**config.mk**
```make
export PLATFORM = sky130hd
export DESIGN_NAME = kmac_prefix_ctrl_flat
export DESIGN_NICKNAME = d
export VERILOG_FILES = /design/src/rtl/kmac_pkg.sv /design/src/rtl/kmac_prefix_ctrl_if.sv /design/src/rtl/kmac_prefix_ctrl_enc8.sv /design/src/rtl/kmac_prefix_ctrl.sv /design/src/flat_wrapper.sv
export SDC_FILE = /design/constraint.sdc
export NUM_CORES = 1
export LEC_CHECK = 0
export CORE_MARGIN = 2
export CORE_UTILIZATION = 42
export CTS_BUF_LIST = sky130_fd_sc_hd__clkbuf_8
export DETAILED_ROUTE_END_ITERATION = 6
export GPL_TIMING_DRIVEN = 0
export HOLD_SLACK_MARGIN = 0.15
export PLACE_DENSITY = 0.68
export SYNTH_ARGS = -nofsm -noshare
export SYNTH_HDL_FRONTEND = slang
export SYNTH_SLANG_ARGS = --single-unit
```
**constraint.sdc**
```tcl
create_clock -name clk -period 4.31 [get_ports clk]
set_input_delay 0.6465 -clock clk [delete_from_list [all_inputs] [get_ports clk]]
set_output_delay 0.6465 -clock clk [all_outputs]
set_load 0.05 [all_outputs]
```
**src/rtl/kmac_pkg.sv**
```systemverilog
// Shared types and helpers for the KMAC prefix sequencer.
package kmac_pkg;

  typedef enum logic [2:0] {
    ST_IDLE,
    ST_HDR,
    ST_NLEN,
    ST_NDAT,
    ST_SLEN,
    ST_SDAT,
    ST_PAD,
    ST_DONE
  } kmac_prefix_state_t;

  localparam int KMAC128_RATE_BYTES = 168;
  localparam int KMAC256_RATE_BYTES = 136;

  // Number of value bytes left_encode(v) produces for a 16-bit v.
  function automatic logic [1:0] left_enc_len(input logic [15:0] v);
    return (v < 16'd256) ? 2'd1 : 2'd2;
  endfunction

  // Byte idx of left_encode(v): length byte first, then value MSB first.
  function automatic logic [7:0] left_enc_byte(input logic [15:0] v, input logic [1:0] idx);
    if (left_enc_len(v) == 2'd1)
      return (idx == 2'd0) ? 8'h01 : v[7:0];
    case (idx)
      2'd0:    return 8'h02;
      2'd1:    return v[15:8];
      default: return v[7:0];
    endcase
  endfunction

endpackage

```
**src/rtl/kmac_prefix_ctrl_if.sv**
```systemverilog
// Byte-stream handshake between the prefix sequencer and the absorb packer.
interface kmac_prefix_ctrl_if;
  logic [7:0] out_byte;
  logic       out_valid;
  logic       out_ready;
  logic       out_last;

  modport master (output out_byte, output out_valid, output out_last, input out_ready);
  modport slave  (input out_byte, input out_valid, input out_last, output out_ready);
endinterface

```
**src/rtl/kmac_prefix_ctrl_enc8.sv**
```systemverilog
// Bit-order conversion of one stream byte (MSB<->LSB swap).
// Only built when KMAC_PREFIX_ENC8_EN is defined.
`ifdef KMAC_PREFIX_ENC8_EN
module enc8_kmac (
  input  logic [7:0] din,
  output logic [7:0] dout
);
  assign dout = {din[0], din[1], din[2], din[3], din[4], din[5], din[6], din[7]};
endmodule
`endif

```
**src/rtl/kmac_prefix_ctrl.sv**
```systemverilog
// KMAC prefix sequencer: streams bytepad(encode_string(N) || encode_string(S), w)
// one byte per handshake. Optional bit-order conversion under KMAC_PREFIX_ENC8_EN.
module kmac_prefix_ctrl
  import kmac_pkg::*;
#(
  parameter int MAX_LEN    = 32,
  parameter int RATE_BYTES = KMAC128_RATE_BYTES,
  localparam int LW = $clog2(MAX_LEN + 1)
) (
  input  logic                    clk,
  input  logic                    rst_n,
  input  logic                    start,
  input  logic [MAX_LEN-1:0][7:0] n_bytes,
  input  logic [LW-1:0]           n_len,
  input  logic [MAX_LEN-1:0][7:0] s_bytes,
  input  logic [LW-1:0]           s_len,
  output logic                    busy,
  output logic                    done,
  kmac_prefix_ctrl_if.master      ob
);

  localparam int SW = LW + 1;
  localparam int IW = (MAX_LEN > 1) ? $clog2(MAX_LEN) : 1;
  localparam logic [15:0] RATE_V   = 16'(RATE_BYTES);
  localparam logic [7:0]  LAST_CNT = 8'(RATE_BYTES - 2);

  kmac_prefix_state_t     state, nstate_c, ld_state;
  logic [SW-1:0]          sub, nsub_c, ld_sub;
  logic [7:0]             cnt;
  logic [MAX_LEN-1:0][7:0] n_r, s_r;
  logic [LW-1:0]          n_len_r, s_len_r;
  logic [15:0]            n_bits, s_bits;
  logic [SW-1:0]          hdr_last, nlen_last, slen_last, n_last, s_last;
  logic [7:0]             byte_c, enc_c;
  logic                   hs;

  assign hs        = ob.out_valid & ob.out_ready;
  assign n_bits    = 16'({n_len_r, 3'b000});
  assign s_bits    = 16'({s_len_r, 3'b000});
  assign hdr_last  = SW'(left_enc_len(RATE_V));
  assign nlen_last = SW'(left_enc_len(n_bits));
  assign slen_last = SW'(left_enc_len(s_bits));
  assign n_last    = SW'(n_len_r) - SW'(1);
  assign s_last    = SW'(s_len_r) - SW'(1);

  // Position of the byte following the one on the bus. The final byte of the
  // block is flagged by cnt, so every section end may fall through to PAD.
  always_comb begin
    nstate_c = state;
    nsub_c   = sub + SW'(1);
    case (state)
      ST_HDR:  if (sub == hdr_last) begin nstate_c = ST_NLEN; nsub_c = '0; end
      ST_NLEN: if (sub == nlen_last) begin
                 nstate_c = (n_len_r != '0) ? ST_NDAT : ST_SLEN;
                 nsub_c   = '0;
               end
      ST_NDAT: if (sub == n_last) begin nstate_c = ST_SLEN; nsub_c = '0; end
      ST_SLEN: if (sub == slen_last) begin
                 nstate_c = (s_len_r != '0) ? ST_SDAT : ST_PAD;
                 nsub_c   = '0;
               end
      ST_SDAT: if (sub == s_last) begin nstate_c = ST_PAD; nsub_c = '0; end
      ST_PAD:  nsub_c = '0;
      default: nsub_c = '0;
    endcase
    if (state == ST_IDLE) begin
      ld_state = ST_HDR;
      ld_sub   = '0;
    end else begin
      ld_state = nstate_c;
      ld_sub   = nsub_c;
    end
  end

  // Byte value at the position about to be loaded into the output register.
  always_comb begin
    byte_c = 8'h00;
    case (ld_state)
      ST_HDR:  byte_c = left_enc_byte(RATE_V, ld_sub[1:0]);
      ST_NLEN: byte_c = left_enc_byte(n_bits, ld_sub[1:0]);
      ST_NDAT: byte_c = n_r[ld_sub[IW-1:0]];
      ST_SLEN: byte_c = left_enc_byte(s_bits, ld_sub[1:0]);
      ST_SDAT: byte_c = s_r[ld_sub[IW-1:0]];
      default: byte_c = 8'h00;
    endcase
  end

`ifdef KMAC_PREFIX_ENC8_EN
  enc8_kmac u_enc8 (.din(byte_c), .dout(enc_c));
`else
  assign enc_c = byte_c;
`endif

  // Sequencer FSM with registered stream outputs.
  always_ff @(posedge clk) begin
    if (!rst_n) begin
      state        <= ST_IDLE;
      sub          <= '0;
      cnt          <= '0;
      n_r          <= '0;
      s_r          <= '0;
      n_len_r      <= '0;
      s_len_r      <= '0;
      busy         <= 1'b0;
      done         <= 1'b0;
      ob.out_byte  <= 8'h00;
      ob.out_valid <= 1'b0;
      ob.out_last  <= 1'b0;
    end else begin
      case (state)
        ST_IDLE: if (start) begin
          n_r          <= n_bytes;
          s_r          <= s_bytes;
          n_len_r      <= (n_len > LW'(MAX_LEN)) ? LW'(MAX_LEN) : n_len;
          s_len_r      <= (s_len > LW'(MAX_LEN)) ? LW'(MAX_LEN) : s_len;
          cnt          <= '0;
          state        <= ld_state;
          sub          <= ld_sub;
          busy         <= 1'b1;
          ob.out_byte  <= enc_c;
          ob.out_valid <= 1'b1;
          ob.out_last  <= 1'b0;
        end
        ST_DONE: begin
          state <= ST_IDLE;
          done  <= 1'b0;
        end
        default: if (hs) begin
          if (ob.out_last) begin
            state        <= ST_DONE;
            sub          <= '0;
            cnt          <= '0;
            busy         <= 1'b0;
            done         <= 1'b1;
            ob.out_byte  <= 8'h00;
            ob.out_valid <= 1'b0;
            ob.out_last  <= 1'b0;
          end else begin
            state       <= ld_state;
            sub         <= ld_sub;
            cnt         <= cnt + 8'd1;
            ob.out_byte <= enc_c;
            ob.out_last <= (cnt == LAST_CNT);
          end
        end
      endcase
    end
  end

endmodule

```
**src/flat_wrapper.sv**
```systemverilog
// flat-port wrapper written by rule: the top's interface ports become plain ports
module kmac_prefix_ctrl_flat import kmac_pkg::*;
#(
  parameter int MAX_LEN    = 32,
  parameter int RATE_BYTES = KMAC128_RATE_BYTES,
  localparam int LW = $clog2(MAX_LEN + 1)
)
  (clk, rst_n, start, n_bytes, n_len, s_bytes, s_len, busy, done, ob_out_byte, ob_out_valid, ob_out_last, ob_out_ready);
  kmac_prefix_ctrl_if ob_i ();
  input  logic clk;
  input  logic rst_n;
  input  logic start;
  input  logic [MAX_LEN-1:0][7:0] n_bytes;
  input  logic [LW-1:0] n_len;
  input  logic [MAX_LEN-1:0][7:0] s_bytes;
  input  logic [LW-1:0] s_len;
  output logic busy;
  output logic done;
  output wire logic [$bits(ob_i.out_byte)-1:0] ob_out_byte;
  output wire logic [$bits(ob_i.out_valid)-1:0] ob_out_valid;
  output wire logic [$bits(ob_i.out_last)-1:0] ob_out_last;
  input wire logic [$bits(ob_i.out_ready)-1:0] ob_out_ready;
  assign ob_out_byte = ob_i.out_byte;
  assign ob_out_valid = ob_i.out_valid;
  assign ob_out_last = ob_i.out_last;
  assign ob_i.out_ready = ob_out_ready;
  kmac_prefix_ctrl #(.MAX_LEN(MAX_LEN), .RATE_BYTES(RATE_BYTES)) u_core (.clk(clk), .rst_n(rst_n), .start(start), .n_bytes(n_bytes), .n_len(n_len), .s_bytes(s_bytes), .s_len(s_len), .busy(busy), .done(done), .ob(ob_i));
endmodule
```
==> metrics.txt, run 1 <==
# TYPE chip_impl_metric gauge
chip_impl_metric{name="global_route.overflow_total",unit=""} 0
chip_impl_metric{name="max_freq",unit="MHz"} 220
chip_impl_info{name="most_frequent_standard_cell_in_the_layout_excluding_fill_and_tap_cells",value="sky130_fd_sc_hd__nand2_1"} 1
chip_impl_info{name="clock_tree.root_cell",value="sky130_fd_sc_hd__clkbuf_8"} 1
chip_impl_info{name="worst_r2r_startpoint",value="u_core.state[1]"} 1
chip_impl_metric{name="detail_route.wl_per_cell",unit="um"} 28.6
chip_impl_info{name="start_kind",value="flip-flop"} 1
chip_impl_metric{name="final_nets",unit=""} 4564
chip_impl_metric{name="h-tree-depth",unit=""} 3
chip_impl_metric{name="cts_inserted_buffers",unit=""} 92
chip_impl_metric{name="highest_cell_delay_on_the_worst_timing_path",unit="ps"} 770
chip_impl_metric{name="synth_nets",unit=""} 3931
chip_impl_info{name="critPathSlowestCell",value="sky130_fd_sc_hd__nor2_2"} 1
chip_impl_info{name="setup.worst_path.start",value="u_core.state[1]"} 1
chip_impl_metric{name="postLayoutCoreUtil",unit=""} 0.568
chip_impl_metric{name="detail_route.drc_violations",unit=""} 2
chip_impl_info{name="crit_type",value="flip-flop to flip-flop"} 1
chip_impl_metric{name="grt_max_degree",unit=""} 13
chip_impl_metric{name="critical_path_required",unit="ps"} 4900
chip_impl_metric{name="drv.max_cap_violation_count",unit=""} 1
chip_impl_metric{name="worstPathArrival",unit="ps"} 5140
chip_impl_metric{name="clkTransAtPathRegs",unit="ps"} 80
chip_impl_metric{name="fill_cells",unit=""} 5888
chip_impl_metric{name="peakVddDrop",unit="uV"} 232
chip_impl_metric{name="synthesized_netlist_cell_count",unit=""} 3397
chip_impl_metric{name="syn-cell-area",unit="um^2"} 25700
chip_impl_metric{name="asyncSetResetFlopFracSynth",unit=""} 0
chip_impl_metric{name="pins_over_their_slew_limit",unit=""} 11
chip_impl_metric{name="synthesis.yosys.warnings",unit=""} 0
chip_impl_metric{name="setup-violations-final",unit=""} 6
chip_impl_metric{name="layout-drive-gt1-share",unit=""} 0.0634
chip_impl_info{name="final_cell_mix",value="1272 x sky130_fd_sc_hd__nand2_1, 553 x sky130_fd_sc_hd__dfxtp_1, 538 x sky130_fd_sc_hd__clkdlybuf4s50_1"} 1
chip_impl_info{name="outcome",value="complete, but fails checks"} 1
chip_impl_metric{name="gp_congestion",unit=""} 1.06
chip_impl_metric{name="final_min_period_over_clock_period",unit=""} 1.06
chip_impl_metric{name="ys_seq_area_frac",unit=""} 0.430
chip_impl_metric{name="power-per-cell-area",unit="nW/um^2"} 387
chip_impl_metric{name="first_iter_violations",unit=""} 4390
chip_impl_metric{name="timing.reg2reg.setup_slack",unit="ps"} -240
chip_impl_metric{name="power.total",unit="mW"} 13.3
chip_impl_metric{name="starting_density_of_the_core",unit=""} 0.425
chip_impl_metric{name="worstPathMaxFanout",unit=""} 10
chip_impl_info{name="dominantRegCellSynth",value="sky130_fd_sc_hd__dfxtp_1"} 1
chip_impl_metric{name="tritoncts_sink_count",unit=""} 553
chip_impl_info{name="setup.worst_path.end_class",value="flip-flop"} 1
chip_impl_info{name="worstReg2RegEnd",value="u_core.ob.out_byte[3]"} 1
chip_impl_metric{name="io_pins",unit=""} 540
chip_impl_info{name="cts_tree",value="built"} 1
chip_impl_info{name="capture_point_of_the_critical_path",value="u_core.ob.out_byte[3]"} 1
chip_impl_info{name="critical_path.cell_chain",value="clkbuf_1 -> inv_1 -> and3_1 -> nor2_1 -> a221oi_4 -> buf_4 -> nor2_2 -> buf_2 -> and3_1 -> o21ai_0 -> o21ai_0 -> a31oi_1"} 1
chip_impl_metric{name="power.leakage",unit="nW"} 12.4
chip_impl_metric{name="drt_pre_antenna_iters",unit=""} 7
chip_impl_metric{name="sequential_cell_area",unit="um^2"} 11100
chip_impl_metric{name="max_slew.worst_pin.slew",unit="ps"} 1600
chip_impl_metric{name="rr_worst_depth",unit=""} 12
chip_impl_metric{name="path_depth",unit=""} 12
chip_impl_metric{name="synthToLayoutAreaGrowth",unit="%"} 33.4
chip_impl_metric{name="synth.lib_cells_used.distinct",unit=""} 78
chip_impl_metric{name="fp.dieArea",unit="um^2"} 63300
chip_impl_metric{name="die_height",unit="um"} 252
chip_impl_info{name="rsz0062_at_grt",value="true"} 1
chip_impl_metric{name="clock_insertion_delay_worst_skew",unit="ps"} 730
chip_impl_info{name="worstHoldPathType",value="flip-flop to flip-flop"} 1
chip_impl_metric{name="design.core.area",unit="um^2"} 60500
chip_impl_metric{name="critical_path_buf_inv_count",unit=""} 4
chip_impl_metric{name="grt_first_pass_wirelength",unit="um"} 193000
chip_impl_metric{name="vias",unit=""} 29148
chip_impl_metric{name="multi_input_comb_area",unit="um^2"} 13500
chip_impl_metric{name="relSlewSlack",unit=""} -0.0683
chip_impl_metric{name="post-route-min-period",unit="ps"} 4550
chip_impl_metric{name="ctsHoldBuffers",unit=""} 0
chip_impl_metric{name="number_of_antenna_violations_at_the_first_check_in_global_routing",unit=""} 11
chip_impl_metric{name="global_route.usage.total",unit=""} 0.428
chip_impl_metric{name="syn-mean-instance-area",unit="um^2"} 7.57
chip_impl_metric{name="fin_hold_ws",unit="ps"} 463
chip_impl_metric{name="vias_per_cell",unit=""} 5.97
chip_impl_metric{name="clock_tree_buffer_depth",unit=""} 3
chip_impl_metric{name="clock-skew-final",unit="ps"} 35.9
chip_impl_metric{name="drt.antenna.violating_nets",unit=""} 0
chip_impl_metric{name="via_count_of_the_first_global_routing_pass",unit=""} 27656
chip_impl_metric{name="synth_edf_count",unit=""} 0
chip_impl_metric{name="hold_viol",unit=""} 0
chip_impl_info{name="violations",value="DRC, capacitance limit, slew limit, setup timing"} 1
chip_impl_metric{name="post_layout_worst_setup_margin",unit="ps"} -242
chip_impl_metric{name="fp.dieW",unit="um"} 252
chip_impl_metric{name="io_buffer_count",unit=""} 538
chip_impl_metric{name="routed_wirelength",unit="um"} 140000
chip_impl_info{name="critPathTopFamily",value="simple AND/OR/NAND/NOR gates"} 1
chip_impl_metric{name="count_of_state_elements_after_synthesis",unit=""} 553
chip_impl_metric{name="dp_hpwl",unit="um"} 103000
chip_impl_metric{name="rows",unit=""} 90
==> how the worst min path moves through the flow <==
stage | to | start | slack, ps | cells after the start
2_1_floorplan | u_core.s_r[75] | u_core.s_r[75] | 440 | 2
3_5_place_dp | u_core.n_r[203] | u_core.n_r[203] | 450 | 2
5_1_grt | u_core.n_r[204] | u_core.n_r[204] | 480 | 2
3_3_place_gp | u_core.n_r[203] | u_core.n_r[203] | 450 | 2
4_1_cts | u_core.s_r[17] | s_bytes[17] | 460 | 3
6_report | u_core.n_r[119] | u_core.n_r[119] | 460 | 2
==> cell type report <==
type | instances | share of cell area
multi-input cells | 2537 | 0.394
flip-flops and latches | 553 | 0.323
repair buffers | 540 | 0.157
clock buffers | 120 | 0.0481
plain buffers | 290 | 0.0384
well taps | 782 | 0.0285
clock inverters | 42 | 0.00860
inverters | 16 | 0.00186
diodes | 3 | 0.000219
==> synth_stat cells (7+ instances only) <==
cell type	count	area [um^2]
sky130_fd_sc_hd__nand2_1	1277	4790
sky130_fd_sc_hd__dfxtp_1	553	11100
sky130_fd_sc_hd__a21boi_0	527	3960
sky130_fd_sc_hd__clkbuf_1	247	927
sky130_fd_sc_hd__o21ai_0	95	475
sky130_fd_sc_hd__a31oi_1	86	538
sky130_fd_sc_hd__nor2_1	81	304
sky130_fd_sc_hd__o22ai_1	63	394
sky130_fd_sc_hd__a21oi_1	59	295
sky130_fd_sc_hd__nand3_1	43	215
sky130_fd_sc_hd__buf_2	23	115
sky130_fd_sc_hd__o211ai_1	23	173
sky130_fd_sc_hd__nor3_1	22	110
sky130_fd_sc_hd__o221ai_1	22	193
sky130_fd_sc_hd__buf_1	16	60.1
sky130_fd_sc_hd__inv_1	16	60.1
sky130_fd_sc_hd__xnor2_1	16	140
sky130_fd_sc_hd__a22oi_1	13	97.6
sky130_fd_sc_hd__and2_1	13	81.3
sky130_fd_sc_hd__and3_1	13	81.3
sky130_fd_sc_hd__nand3b_1	13	97.6
sky130_fd_sc_hd__xor2_1	13	114
sky130_fd_sc_hd__nor2b_1	12	75.1
sky130_fd_sc_hd__mux2i_1	10	100
sky130_fd_sc_hd__o2111ai_1	8	70.1
sky130_fd_sc_hd__a211oi_1	7	52.6
==> worst reg2reg max path, stage by stage (launching register included) <==
cell and delay (ps):
sky130_fd_sc_hd__dfxtp_1 430, sky130_fd_sc_hd__clkbuf_1 480, sky130_fd_sc_hd__inv_1 180, sky130_fd_sc_hd__and3_1 210, sky130_fd_sc_hd__nor2_1 420, sky130_fd_sc_hd__a221oi_4 180, sky130_fd_sc_hd__buf_4 240, sky130_fd_sc_hd__nor2_2 770
sky130_fd_sc_hd__buf_2 620, sky130_fd_sc_hd__and3_1 250, sky130_fd_sc_hd__o21ai_0 110, sky130_fd_sc_hd__o21ai_0 380, sky130_fd_sc_hd__a31oi_1 140
==> repair_timing <==
action                                  4_1_cts  5_1_grt
endpoints found under the setup margin      167        7
resized for setup                           110       51
endpoints found under the hold margin         0        0
cloned                                        0        0
pin swaps                                     0        0
buffers inserted                              0        2
==> registers in the layout, summed over array words and instances, names as in the netlist, 3 cells and up <==
name	count
u_core.ob.out_byte	8
u_core.n_r	256
u_core.s_len_r	6
u_core.s_r	256
u_core.sub	7
u_core.state	3
u_core.n_len_r	6
u_core.cnt	8
==> layer usage <==
| metal | wire (um) | vias up | share of wire | track usage |
|---|---|---|---|---|
| met1 | 53100 | 13609 | 0.38 | 0.532 |
| met3 | 18100 | 558 | 0.13 | 0.141 |
| met5 | 175 | - | 0.0013 | 0.0170 |
| met4 | 9920 | 6 | 0.071 | 0.257 |
| met2 | 58700 | 2155 | 0.42 | 0.640 |
| li1 | - | 12820 | - | - |
==> report_power, final <==
group | switching (mW) | internal [mW] | total, mW
clock network | 2.30 | 2.73 | 5.03
registers | 0.235 | 5.44 | 5.68
logic | 1.64 | 0.954 | 2.59
total | 4.17 | 9.12 | 13.3
==> logic make-up after synthesis <==
group | Yosys count | synth area share
simple gates | 1509 | 0.235
compound gates | 983 | 0.271
xor+xnor | 29 | 0.00987
buf+inv | 307 | 0.0469
flops | 553 | 0.430
fa+ha+maj | 6 | 0.00292
mux | 10 | 0.00389
==> stage by stage <==
stage	worst slack (ps)	setup TNS (ps)	instances	cell area, um^2
after floorplan	1210	0	3397	25700
after global placement	-1730	-19570	4717	32100
after detailed placement	-1740	-20190	4717	32100
after CTS	5.17	0	4878	34200
after global routing	-26.2	-59.6	4882	34300
final	-242	-919	4883	34300
(Power assumes the default switching activity.)
==> inputs of run 2 (changes only) <==
--- a/config.mk
+++ b/config.mk
@@ -7,7 +7,6 @@
 export LEC_CHECK = 0
 export CORE_MARGIN = 2
 export CORE_UTILIZATION = 42
-export CTS_BUF_LIST = sky130_fd_sc_hd__clkbuf_8
 export DETAILED_ROUTE_END_ITERATION = 6
 export GPL_TIMING_DRIVEN = 0
 export HOLD_SLACK_MARGIN = 0.15
==> run 2 against run 1 <==
  * The run ends with setup timing left
  * Highest routed layer unchanged
  * Register-to-register slack about the same
  * Design area increased by 0.24%
  * Critical path depth is the same
  * Maximum frequency about the same
  * Largest cell class unchanged
  * Via count hardly changed
==> metrics.txt, run 2 (same netlist as run 1, synthesis figures left out) <==
# TYPE chip_impl_metric gauge
chip_impl_info{name="outcome",value="complete, but fails checks"} 1
chip_impl_info{name="violations",value="setup timing"} 1
chip_impl_metric{name="place_area",unit="um^2"} 32100
chip_impl_metric{name="cellInternalPower",unit="mW"} 9.47
chip_impl_metric{name="p_sw",unit="mW"} 4.16
chip_impl_metric{name="post_layout_worst_setup_margin",unit="ps"} -240
chip_impl_metric{name="h-tree-depth",unit=""} 2
chip_impl_metric{name="power_switching_share",unit=""} 0.305
chip_impl_metric{name="grt_first_pass_wirelength",unit="um"} 192000
chip_impl_metric{name="worstPathMaxFanout",unit=""} 10
chip_impl_metric{name="fp.dieArea",unit="um^2"} 63300
chip_impl_info{name="most_frequent_standard_cell_in_the_layout_excluding_fill_and_tap_cells",value="sky130_fd_sc_hd__nand2_1"} 1
chip_impl_info{name="setup.worst_path.end_class",value="flip-flop"} 1
chip_impl_info{name="clock_tree.root_cell",value="sky130_fd_sc_hd__clkbuf_16"} 1
chip_impl_metric{name="power.clock.fraction",unit=""} 0.394
chip_impl_metric{name="tritoncts_sink_count",unit=""} 553
chip_impl_metric{name="post_route_insts_no_fill",unit=""} 4831
chip_impl_metric{name="postLayoutCoreUtil",unit=""} 0.569
chip_impl_metric{name="routed_wirelength",unit="um"} 139000
chip_impl_metric{name="io_pins",unit=""} 540
chip_impl_metric{name="synthToLayoutAreaGrowth",unit="%"} 33.7
chip_impl_metric{name="drt.antenna.violating_nets",unit=""} 0
chip_impl_info{name="critical_path.cell_chain",value="or3_1 -> nor3b_1 -> xnor2_1 -> nand4_2 -> a221oi_4 -> buf_4 -> nor2_2 -> buf_2 -> and3_1 -> o21ai_0 -> o21ai_0 -> a31oi_1"} 1
chip_impl_info{name="worstHoldPathType",value="flip-flop to flip-flop"} 1
chip_impl_metric{name="detail_route.drc_violations",unit=""} 0
chip_impl_info{name="worst_r2r_startpoint",value="u_core.s_len_r[2]"} 1
chip_impl_metric{name="final_min_period_over_clock_period",unit=""} 1.06
chip_impl_metric{name="final_nets",unit=""} 4529
chip_impl_metric{name="fill_cells",unit=""} 5844
chip_impl_info{name="min_to",value="u_core.s_r[72]"} 1
chip_impl_info{name="biggestRegsByFlops",value="u_core.n_r (256), u_core.s_r (256)"} 1
chip_impl_metric{name="power-per-cell-area",unit="nW/um^2"} 396
chip_impl_metric{name="max_slew.worst_pin.slew",unit="ps"} 1410
chip_impl_metric{name="critical_path_buf_inv_count",unit=""} 2
chip_impl_metric{name="max_freq",unit="MHz"} 220
chip_impl_metric{name="post-route-min-period",unit="ps"} 4550
chip_impl_metric{name="rr_worst_depth",unit=""} 12
chip_impl_metric{name="design.core.area",unit="um^2"} 60500
chip_impl_metric{name="via_count_of_the_first_global_routing_pass",unit=""} 27398
chip_impl_metric{name="vias_per_cell",unit=""} 6.03
chip_impl_metric{name="cell_count_after_placement",unit=""} 4717
chip_impl_metric{name="hold_viol",unit=""} 0
chip_impl_metric{name="rows",unit=""} 90
chip_impl_metric{name="starting_density_of_the_core",unit=""} 0.425
chip_impl_info{name="final_cell_mix",value="1273 x sky130_fd_sc_hd__nand2_1, 553 x sky130_fd_sc_hd__dfxtp_1, 538 x sky130_fd_sc_hd__clkdlybuf4s50_1"} 1
chip_impl_metric{name="drt_pre_antenna_iters",unit=""} 7
chip_impl_info{name="worstReg2RegEnd",value="u_core.ob.out_byte[3]"} 1
chip_impl_info{name="critPathSlowestCell",value="sky130_fd_sc_hd__nor2_2"} 1
chip_impl_metric{name="drv.max_cap_violation_count",unit=""} 0
chip_impl_info{name="rsz0062_at_grt",value="false"} 1
chip_impl_metric{name="pins_over_their_slew_limit",unit=""} 0
chip_impl_metric{name="dp_hpwl",unit="um"} 103000
chip_impl_metric{name="gp_congestion",unit=""} 1.06
chip_impl_info{name="start_kind",value="flip-flop"} 1
chip_impl_metric{name="power.combinational.fraction",unit=""} 0.190
chip_impl_metric{name="power.leakage",unit="nW"} 12.3
chip_impl_metric{name="global_route.overflow_total",unit=""} 0
chip_impl_metric{name="fin_area",unit="um^2"} 34400
chip_impl_metric{name="layout-drive-gt1-share",unit=""} 0.0557
chip_impl_metric{name="power.total",unit="mW"} 13.6
chip_impl_metric{name="clock-skew-final",unit="ps"} 34.9
chip_impl_metric{name="fin_hold_ws",unit="ps"} 463
chip_impl_metric{name="fp.dieW",unit="um"} 252
chip_impl_metric{name="die_height",unit="um"} 252
chip_impl_metric{name="clock_insertion_delay_worst_skew",unit="ps"} 660
chip_impl_metric{name="worstPathArrival",unit="ps"} 5060
chip_impl_info{name="critPathMostFrequentCell",value="sky130_fd_sc_hd__o21ai_0"} 1
chip_impl_metric{name="clock_tree_buffer_depth",unit=""} 3
chip_impl_metric{name="relSlewSlack",unit=""} 0.0513
chip_impl_info{name="hold_path_startpoint",value="u_core.s_r[72]"} 1
chip_impl_metric{name="vias",unit=""} 29151
chip_impl_metric{name="timing.reg2reg.setup_slack",unit="ps"} -240
chip_impl_metric{name="cts_inserted_buffers",unit=""} 58
chip_impl_metric{name="holdPathStages",unit=""} 2
chip_impl_info{name="critPathTopFamily",value="simple AND/OR/NAND/NOR gates"} 1
chip_impl_metric{name="global_route.usage.total",unit=""} 0.424
chip_impl_metric{name="seqPwrFrac",unit=""} 0.416
chip_impl_metric{name="ctsHoldBuffers",unit=""} 0
chip_impl_metric{name="peakVddDrop",unit="uV"} 381
chip_impl_metric{name="clkTransAtPathRegs",unit="ps"} 70
chip_impl_metric{name="grt_max_degree",unit=""} 16
chip_impl_info{name="cts_tree",value="built"} 1
chip_impl_metric{name="io_buffer_count",unit=""} 538
chip_impl_metric{name="number_of_antenna_violations_at_the_first_check_in_global_routing",unit=""} 9
chip_impl_metric{name="critical_path_required",unit="ps"} 4820
chip_impl_metric{name="setup-violations-final",unit=""} 4
chip_impl_metric{name="first_iter_violations",unit=""} 3993
chip_impl_metric{name="detail_route.wl_per_cell",unit="um"} 28.8
chip_impl_info{name="crit_type",value="flip-flop to flip-flop"} 1
chip_impl_metric{name="highest_cell_delay_on_the_worst_timing_path",unit="ps"} 770
[run 2: cell count changes in the layout (fill, tap and decap cells not counted), sizes merged]
cell,previous run,this run
buf,43,39
bufinv,4,5
clkbuf,363,328
clkdlybuf4s15,5,4
clkdlybuf4s18,1,2
clkinv,10,13
clkinvlp,3,5
diode,3,6
inv,41,19
[run 2: layer usage]
metal / track usage / vias up / part of all wire / routed length (um)
met5: 0.0170 / - / 0.0014 / 197
met3: 0.133 / 562 / 0.13 / 18100
li1: - / 12743 / - / -
met1: 0.530 / 13689 / 0.37 / 52100
met2: 0.646 / 2151 / 0.42 / 59100
met4: 0.241 / 6 / 0.070 / 9720
[run 2: how the worst max path moves through the flow]
stage	from	end	slack, ps	depth (start not counted)
after floorplan	u_core.n_len_r[0]	u_core.ob.out_byte[0]	1210	13
after global placement	u_core.sub[1]	u_core.ob.out_byte[5]	-1730	13
after detailed placement	u_core.sub[1]	u_core.ob.out_byte[2]	-1740	14
after CTS	u_core.sub[1]	u_core.ob.out_byte[1]	-20	14
after global routing	u_core.n_len_r[0]	u_core.ob.out_byte[3]	4	14
final	u_core.s_len_r[2]	u_core.ob.out_byte[3]	-240	12
[run 2: metrics by stage]
step	setup WS, ps	TNS [ps]
floorplan	1210	0
detailed placement	-1740	-20190
global route	3.95	0
finish	-240	-663
CTS	-24.4	-34.8
global placement	-1730	-19570
[run 2: repair_timing]
item	in CTS	in global routing
resized for setup	107	69
setup buffers	0	2
cloned	0	0
pin swaps	0	0
endpoints found under the setup margin	184	7
[run 2: area by class of cell]
cell class / count / area (um^2) / share of cell area
Timing Repair Buffer: 540 / 5400 / 0.157
Clock buffer: 82 / 1710 / 0.0498
Tap cell: 782 / 978 / 0.0284
Buffer: 289 / 1330 / 0.0386
Multi-Input combinational cell: 2537 / 13500 / 0.393
Sequential cell: 553 / 11100 / 0.322
Inverter: 16 / 63.8 / 0.00185
Clock inverter: 26 / 299 / 0.00869
Antenna cell: 6 / 15.0 / 0.000436
[run 2: power groups by stage]
stage / sequential, mW / combinational (mW) / clock [mW]
5_1_grt: 5.69 / 2.67 / 5.54
3_5_place_dp: 5.77 / 2.43 / 0
6_report: 5.68 / 2.59 / 5.37
2_1_floorplan: 5.68 / 1.10 / 0
4_1_cts: 5.66 / 2.46 / 5.33
3_3_place_gp: 5.77 / 2.42 / 0
[run 2: worst reg2reg max path: stages (launching register included)]
cell and delay [ps]:
sky130_fd_sc_hd__dfxtp_1 380, sky130_fd_sc_hd__or3_1 420, sky130_fd_sc_hd__nor3b_1 640, sky130_fd_sc_hd__xnor2_1 150, sky130_fd_sc_hd__nand4_2 240, sky130_fd_sc_hd__a221oi_4 130, sky130_fd_sc_hd__buf_4 240, sky130_fd_sc_hd__nor2_2 770
sky130_fd_sc_hd__buf_2 590, sky130_fd_sc_hd__and3_1 240, sky130_fd_sc_hd__o21ai_0 100, sky130_fd_sc_hd__o21ai_0 390, sky130_fd_sc_hd__a31oi_1 140
